[config.mk]
export PLATFORM = sky130hd
export DESIGN_NAME = bcd_counter_chain
export DESIGN_NICKNAME = d
export VERILOG_FILES = /design/src/rtl/bcd_counter_chain.sv
export SDC_FILE = /design/constraint.sdc
export NUM_CORES = 1
export LEC_CHECK = 0
export CAP_MARGIN = 20
export CORE_MARGIN = 8
export CORE_UTILIZATION = 45
export DETAILED_ROUTE_END_ITERATION = 8
export PLACE_DENSITY = 0.72
export SLEW_MARGIN = 40
export SYNTH_ARGS = -nofsm -noshare
export SYNTH_HDL_FRONTEND = slang
export SYNTH_HIERARCHICAL = 1
export SYNTH_SLANG_ARGS = --single-unit
[constraint.sdc]
create_clock -name clk -period 3.9 [get_ports clk]
set_clock_uncertainty 0.1 [all_clocks]
set_input_delay 0.39 -clock clk [delete_from_list [all_inputs] [get_ports clk]]
set_output_delay 0.39 -clock clk [all_outputs]
set_load 0.05 [all_outputs]
[src/rtl/bcd_counter_chain.sv]
// Multi-digit BCD up/down counter with clear, load, terminal flags and wrap pulse.
// Define BCD_CNTR_SAT_EN to saturate at all-9s / all-0s instead of wrapping.

module bcd_counter_chain_digit (
  input  logic [3:0] d,
  input  logic       step,
  input  logic       up,
  input  logic [3:0] ld,
  output logic [3:0] nxt,
  output logic [3:0] ld_clip,
  output logic       is9,
  output logic       is0
);
  assign is9     = (d == 4'd9);
  assign is0     = (d == 4'd0);
  assign ld_clip = (ld > 4'd9) ? 4'd9 : ld;

  always_comb begin
    nxt = d;
    if (step) begin
      if (up) nxt = is9 ? 4'd0 : d + 4'd1;
      else    nxt = is0 ? 4'd9 : d - 4'd1;
    end
  end
endmodule

module bcd_counter_chain #(
  parameter int          DIGITS    = 4,
  parameter int unsigned RESET_VAL = 0
) (
  input  logic                clk,
  input  logic                reset,
  input  logic                clr,
  input  logic                load,
  input  logic [4*DIGITS-1:0] ld_val,
  input  logic                en,
  input  logic                up,
  output logic [4*DIGITS-1:0] q,
  output logic                at_max,
  output logic                at_min,
  output logic                carry,
  output logic                borrow,
  output logic                wrap
);
  function automatic logic [4*DIGITS-1:0] to_bcd(input int unsigned v);
    int unsigned r;
    r      = v;
    to_bcd = '0;
    for (int k = 0; k < DIGITS; k++) begin
      to_bcd[4*k +: 4] = 4'(r % 10);
      r = r / 10;
    end
  endfunction

  localparam logic [4*DIGITS-1:0] RST_BCD = to_bcd(RESET_VAL);

  logic [DIGITS-1:0][3:0] cnt, cnt_step, ld_clip;
  logic [DIGITS-1:0]      is9, is0, step;
  // all9[k] / all0[k]: every digit below k is 9 / 0 (ripple enable for digit k)
  logic [DIGITS:0]        all9, all0;

  assign all9[0] = 1'b1;
  assign all0[0] = 1'b1;

  for (genvar k = 0; k < DIGITS; k++) begin : g_digit
    assign all9[k+1] = all9[k] & is9[k];
    assign all0[k+1] = all0[k] & is0[k];
    assign step[k]   = up ? all9[k] : all0[k];

    bcd_counter_chain_digit u_digit (
      .d       (cnt[k]),
      .step    (step[k]),
      .up      (up),
      .ld      (ld_val[4*k +: 4]),
      .nxt     (cnt_step[k]),
      .ld_clip (ld_clip[k]),
      .is9     (is9[k]),
      .is0     (is0[k])
    );
  end

  assign q      = cnt;
  assign at_max = all9[DIGITS];
  assign at_min = all0[DIGITS];
  assign carry  = en & up & at_max;
  assign borrow = en & ~up & at_min;

  always_ff @(posedge clk or posedge reset) begin
    if (reset) begin
      cnt  <= RST_BCD;
      wrap <= 1'b0;
    end else if (clr) begin
      cnt  <= '0;
      wrap <= 1'b0;
    end else if (load) begin
      cnt  <= ld_clip;
      wrap <= 1'b0;
    end else if (en) begin
`ifdef BCD_CNTR_SAT_EN
      // terminal state with count request: hold instead of rolling over
      cnt  <= (carry | borrow) ? cnt : cnt_step;
      wrap <= 1'b0;
`else
      cnt  <= cnt_step;
      wrap <= carry | borrow;
`endif
    end else begin
      wrap <= 1'b0;
    end
  end
endmodule

==> out/results.ini, run 1 <==
[outcome]
status=finished clean

[clocking]
clock_latency_ns=0.25
ctsHoldBuffers=0
cts.clk_slew.worst_paths_ns=0.07
root_buffer=clkbuf_8
cts_buffers=3
postCtsSetupRepairBufs=0
cts_resized=0
clock_sinks=17
htree_levels=1
cts_tree=yes
cts_max_path_buffers=2

[timing]
slew_viol_final=0
hold_viol_final=0
whs_ns=0.437
worst-slew-pin-transition_ns=0.671
rsz0062_at_grt=no
period_share=0.853
timing.setup.tns_ns=0
max_slew_margin=0.551
min_period_ns=3.33
fmax_mhz=301
setup_viol=0
fin_ws_ns=0.575

[die]
ioPinCount=43
die_height_microns=82.1
start_util=0.458
dieArea_sq_mm=0.00674
chipWidth_microns=82.1
core_sq_mm=0.00429
num_rows=24

[synthesis]
synth.mux.area_fraction=0.0872
synth_top_family_by_area=simple AND/OR/NAND/NOR gates
ys_types=41
ys_seq_area_frac=0.216
synthCells=228
ys_async_sr_fraction=1.00
synth_xor_xnor_area_share=0.0535
synth-adder-area-share=0
synth_area_per_cell_sq_um=8.62
synth-edff-count=0
syn_area_sq_mm=0.00197
synth-main-ff-cell=dfrtp_1
synth_compound_area_frac=0.245
ys_ff_latch=17
yosys_warnings=6
synth-simple-area-share=0.272

[routing]
wl_per_cell_microns=14.5
routed_wl_microns=4480
first_pass_iters=6
drc=0
viasPerCell=5.59
vias=1722
postRouteAntennaNets=0
drt_iter0_markers=126

[global_route]
grt_pass1_wl_microns=7670
grt_overflow_total=0
grt_max_degree=26
grt_pass1_vias=1621
grtUsageTotal=0.136
antenna_found_initial=0

[setup_path]
worstPathArrival_ns=2.84
cp_max_fo=15
crit_buf_inv=1
crit_type=reg -> out
required_ns=3.41
path_delay_family=simple AND/OR/NAND/NOR gates
startpoint=q[0]
startpoint_type=flip-flop
cpPeakStageDelay_ns=0.86
rr_worst_depth=8
cp_num_cells=4
r2r-start=q[0]
worstPathCellList=nor4_1, nand4_1, nor3b_1, clkdlybuf4s50_1
slowest_stage=clkdlybuf4s50_1
crit_path_end_kind=primary output

[cells_and_area]
layout_common_cells=clkdlybuf4s50_1, nor2b_1, dfrtp_1
syn_to_final_growth_pct=19.2
diodes=0
layout_commonest_cell=clkdlybuf4s50_1
nets=279
layout-drive-gt1-share=0.0586

[pwr]
power_leakage_nw=0.958
peakVddDrop_v=0.000102
powerDensity_mw_per_mm2=249

[worst_hold_path]
hp-class=in -> async

[place]
dp_hpwl_microns=3170
dpl_worst_slack_ns=0.894
port_buffers=42
place_congestion=0.785

[run]
drv_cap=0

-- cell usage after synthesis, drive strengths merged, types with 6 or more instances --
cell | n | share of area
buf | 20 | 0.085
dfrtp | 17 | 0.22
clkbuf | 6 | 0.011
xor2 | 8 | 0.036
nor2b | 24 | 0.076
nand2b | 8 | 0.025
mux2i | 16 | 0.081
inv | 12 | 0.023
nand2 | 6 | 0.011
a211oi | 16 | 0.061
o21ai | 14 | 0.036
nand4 | 7 | 0.022
-- final cells by class --
| cell class | count | area (sq um) |
|---|---|---|
| Clock buffer | 4 | 45.0 |
| Fill cell | 421 | 1950 |
| Inverter | 12 | 45.0 |
| Multi-Input combinational cell | 178 | 1320 |
| Sequential cell | 17 | 425 |
| Tap cell | 52 | 65.1 |
| Timing Repair Buffer | 45 | 443 |
-- logic make-up (layout without fill, tap and decap cells) --
logic type / Yosys count / in the layout
multiplexers: 17 / 17
AND/OR/NAND/NOR: 79 / 79
flip-flops: 17 / 17
AO/OA/AOI/OAI: 63 / 63
other: 1 / 7
buffers and inverters: 39 / 61
XOR/XNOR: 12 / 12
-- where the power goes --
part	total, mW	leakage, nW	internal (mW)	switching, mW
logic	0.224	0.713	0.101	0.123
registers	0.229	0.222	0.188	0.0407
clock network	0.131	0.0228	0.0724	0.0589
-- final timing paths --
| kind | endpoint | slack, ns |
|---|---|---|
| max reg2reg | q[15] | 0.99 |
| min in group clk | q[14] | 0.64 |
| min reg2reg | q[14] | 0.64 |
| max in group asynchronous | q[2] | 2.84 |
| min | q[1] | 0.44 |
| max | borrow | 0.57 |
-- worst reg2reg max path, stage by stage, from the launching register on --
cell and delay [ns]:
dfrtp_1 0.64, nor4bb_1 0.63, nand4_1 0.15, o21ai_1 0.36, nand2b_1 0.14, o41ai_1 0.28, a221o_1 0.20, mux2i_1 0.06
a211oi_1 0.24
-- sequential cells by signal (all words and copies together) (netlist names) --
register and count:
wrap 1, q 16
-- routing by layer --
| layer | track usage | wire (microns) |
|---|---|---|
| met1 | 0.192 | 2180 |
| met2 | 0.218 | 2100 |
| met3 | 0.0141 | 175 |
| met4 | 0.0316 | 20 |
| met5 | 0 | 0 |
-- through the flow --
step           cell area (sq um)  power [mW]  utilization  std cells
2_1_floorplan               1990       0.401            -        234
3_3_place_gp                2300       0.454        0.535        304
3_5_place_dp                2300       0.456        0.535        304
4_1_cts                     2340       0.589        0.545        308
5_1_grt                     2340       0.618        0.545        308
6_report                    2340       0.584        0.545        308
Power figures use the tool's default switching activity.
==> run 2, diff against run 1 <==
clock period = 3.82 ns   (was 3.9 ns; I/O delays follow)
==> run 2 against run 1 <==
Against the previous run:
- die area did not move
- global-route usage up 0.15 points
- first-iteration DRC count decreased by 23%
- utilization unchanged
- register-to-register slack got worse by 0.03 ns
- total power rose by 1.9%
- via count rose by 1.3%
- sequential power grew 2%
- critical path depth did not move
- critical endpoint is now carry
==> out/results.ini, run 2 (synthesized netlist as in run 1, its figures left out) <==
[place]
place_congestion=0.791  ; +0.71%
dp_hpwl_microns=3230  ; +1.9%
dpl_worst_slack_ns=0.870  ; -0.0240 ns
port_buffers=42  ; unchanged
place_area_sq_mm=0.00230  ; unchanged

[timing]
max_slew_margin=0.529  ; -0.0218
timing.setup.tns_ns=0  ; unchanged
slew_viol_final=0  ; unchanged
worst-slew-pin-transition_ns=0.704  ; +0.0326 ns
fmax_mhz=309
min_period_ns=3.23
hold_viol_final=0  ; unchanged
period_share=0.847
setup_viol=0  ; unchanged
rsz0062_at_grt=no
fin_ws_ns=0.586  ; +0.0114 ns

[routing]
wl_per_cell_microns=14.5  ; about the same
viasPerCell=5.66  ; +1.3%
vias=1744  ; +1.3%
postRouteAntennaNets=0  ; unchanged
drc=0  ; unchanged
first_pass_iters=4  ; -2
drt_iter0_markers=97  ; -23%
routed_wl_microns=4470  ; about the same

[die]
dieArea_sq_mm=0.00674  ; unchanged
die_height_microns=82.1  ; unchanged
core_sq_mm=0.00429  ; unchanged
start_util=0.458  ; unchanged
ioPinCount=43  ; unchanged
num_rows=24  ; unchanged
chipWidth_microns=82.1  ; unchanged

[cells_and_area]
layout_commonest_cell=clkdlybuf4s50_1
finish.utilization=0.545  ; unchanged
syn_to_final_growth_pct=19.2  ; unchanged
diodes=0  ; unchanged
final_cell_area_sq_mm=0.00234  ; unchanged
largest_reg_flops=16  ; unchanged
nets=279  ; unchanged
layout_common_cells=clkdlybuf4s50_1, nor2b_1, dfrtp_1
fillers=433  ; +2.9%
layout-drive-gt1-share=0.0586  ; unchanged

[run]
drv_cap=0  ; unchanged

[clocking]
root_buffer=clkbuf_8
postCtsSetupRepairBufs=0  ; unchanged
cts.clk_slew.worst_paths_ns=0.06  ; about the same
cts_tree=yes
cts_max_path_buffers=2  ; unchanged
cts_buffers=3  ; unchanged
clock_latency_ns=0.25  ; about the same
ctsHoldBuffers=0  ; unchanged
cts_resized=0  ; unchanged
clock_sinks=17  ; unchanged
htree_levels=1  ; unchanged

[global_route]
grt_pass1_wl_microns=7670  ; about the same
grtUsageTotal=0.138  ; +0.00151
grt_pass1_vias=1656  ; +2.2%
grt_max_degree=25  ; -3.8%
antenna_found_initial=0  ; unchanged
grt_overflow_total=0  ; unchanged

[setup_path]
cp_max_fo=15  ; unchanged
required_ns=3.34  ; -0.07 ns
crit_type=reg -> out
rr_worst_depth=8  ; unchanged
rrSetupSlack_ns=0.96  ; -0.03 ns
slowest_stage=clkdlybuf4s50_1
worstPathCellList=nor4bb_1, nand4_1, nor2_1, clkdlybuf4s50_1
cpPeakStageDelay_ns=0.83  ; -0.03 ns
worstReg2RegEnd=q[11]
startpoint_type=flip-flop
crit_path_end_kind=primary output
r2r-start=q[0]
worstPathArrival_ns=2.75  ; -0.09 ns

[worst_hold_path]
hp-class=in -> async

[pwr]
total_power_mw=0.595  ; +1.9%
intPower_mw=0.369  ; +2.1%
seq_power_share=0.394  ; +0.002
p_sw_frac=0.379  ; -0.00125
p_comb_frac=0.383  ; about the same
p_sw_mw=0.226  ; +1.6%
p_clk_frac=0.223  ; -0.002
powerDensity_mw_per_mm2=254  ; +1.9%
power_leakage_nw=0.958  ; unchanged
peakVddDrop_v=0.000105  ; +2.8%

[outcome]
status=finished clean

==> run 2: routing by layer <==
metal	part of all wire	GRT usage	wire [microns]
met5	0	0	0
met4	0.0089	0.0421	40
met3	0.049	0.0152	217
met2	0.45	0.222	2030
met1	0.49	0.189	2190
==> run 2: metrics by stage <==
step	cells	hold WS, ns
finish	308	0.435
global route	308	0.512
CTS	308	0.460
detailed placement	304	0.644
global placement	304	0.639
floorplan	234	0.208
==> run 2: how the worst max path moves through the flow <==
stage | from | endpoint | slack [ns] | cells after the start
6_report | q[0] | carry | 0.59 | 4
4_1_cts | q[0] | borrow | 0.59 | 4
3_5_place_dp | q[0] | carry | 0.87 | 4
2_1_floorplan | q[0] | borrow | 0.72 | 4
5_1_grt | q[0] | borrow | 0.30 | 4
3_3_place_gp | q[0] | borrow | 0.84 | 4
==> run 2: final cells by class <==
class / count / area [sq um] / share of cell area
timing repair buffer: 45 / 443 / 0.189
clock buffer: 4 / 45.0 / 0.0192
sequential: 17 / 425 / 0.182
multi-input combinational: 178 / 1320 / 0.563
tap: 52 / 65.1 / 0.0278
inverter: 12 / 45.0 / 0.0192
==> run 2: power by group through the flow <==
stage / clock network (mW) / logic, mW / registers [mW]
finish: 0.133 / 0.228 / 0.234
global route: 0.149 / 0.249 / 0.239
CTS: 0.138 / 0.230 / 0.234
detailed placement: 0 / 0.229 / 0.237
global placement: 0 / 0.227 / 0.236
floorplan: 0 / 0.154 / 0.255
==> run 2: worst max-delay path, delay by kind of cell, from the launching register on <==
| kind | cells | cell delay [ns] |
|---|---|---|
| simple gates | 3 | 1.03 |
| buf+inv | 1 | 0.83 |
| flops | 1 | 0.64 |
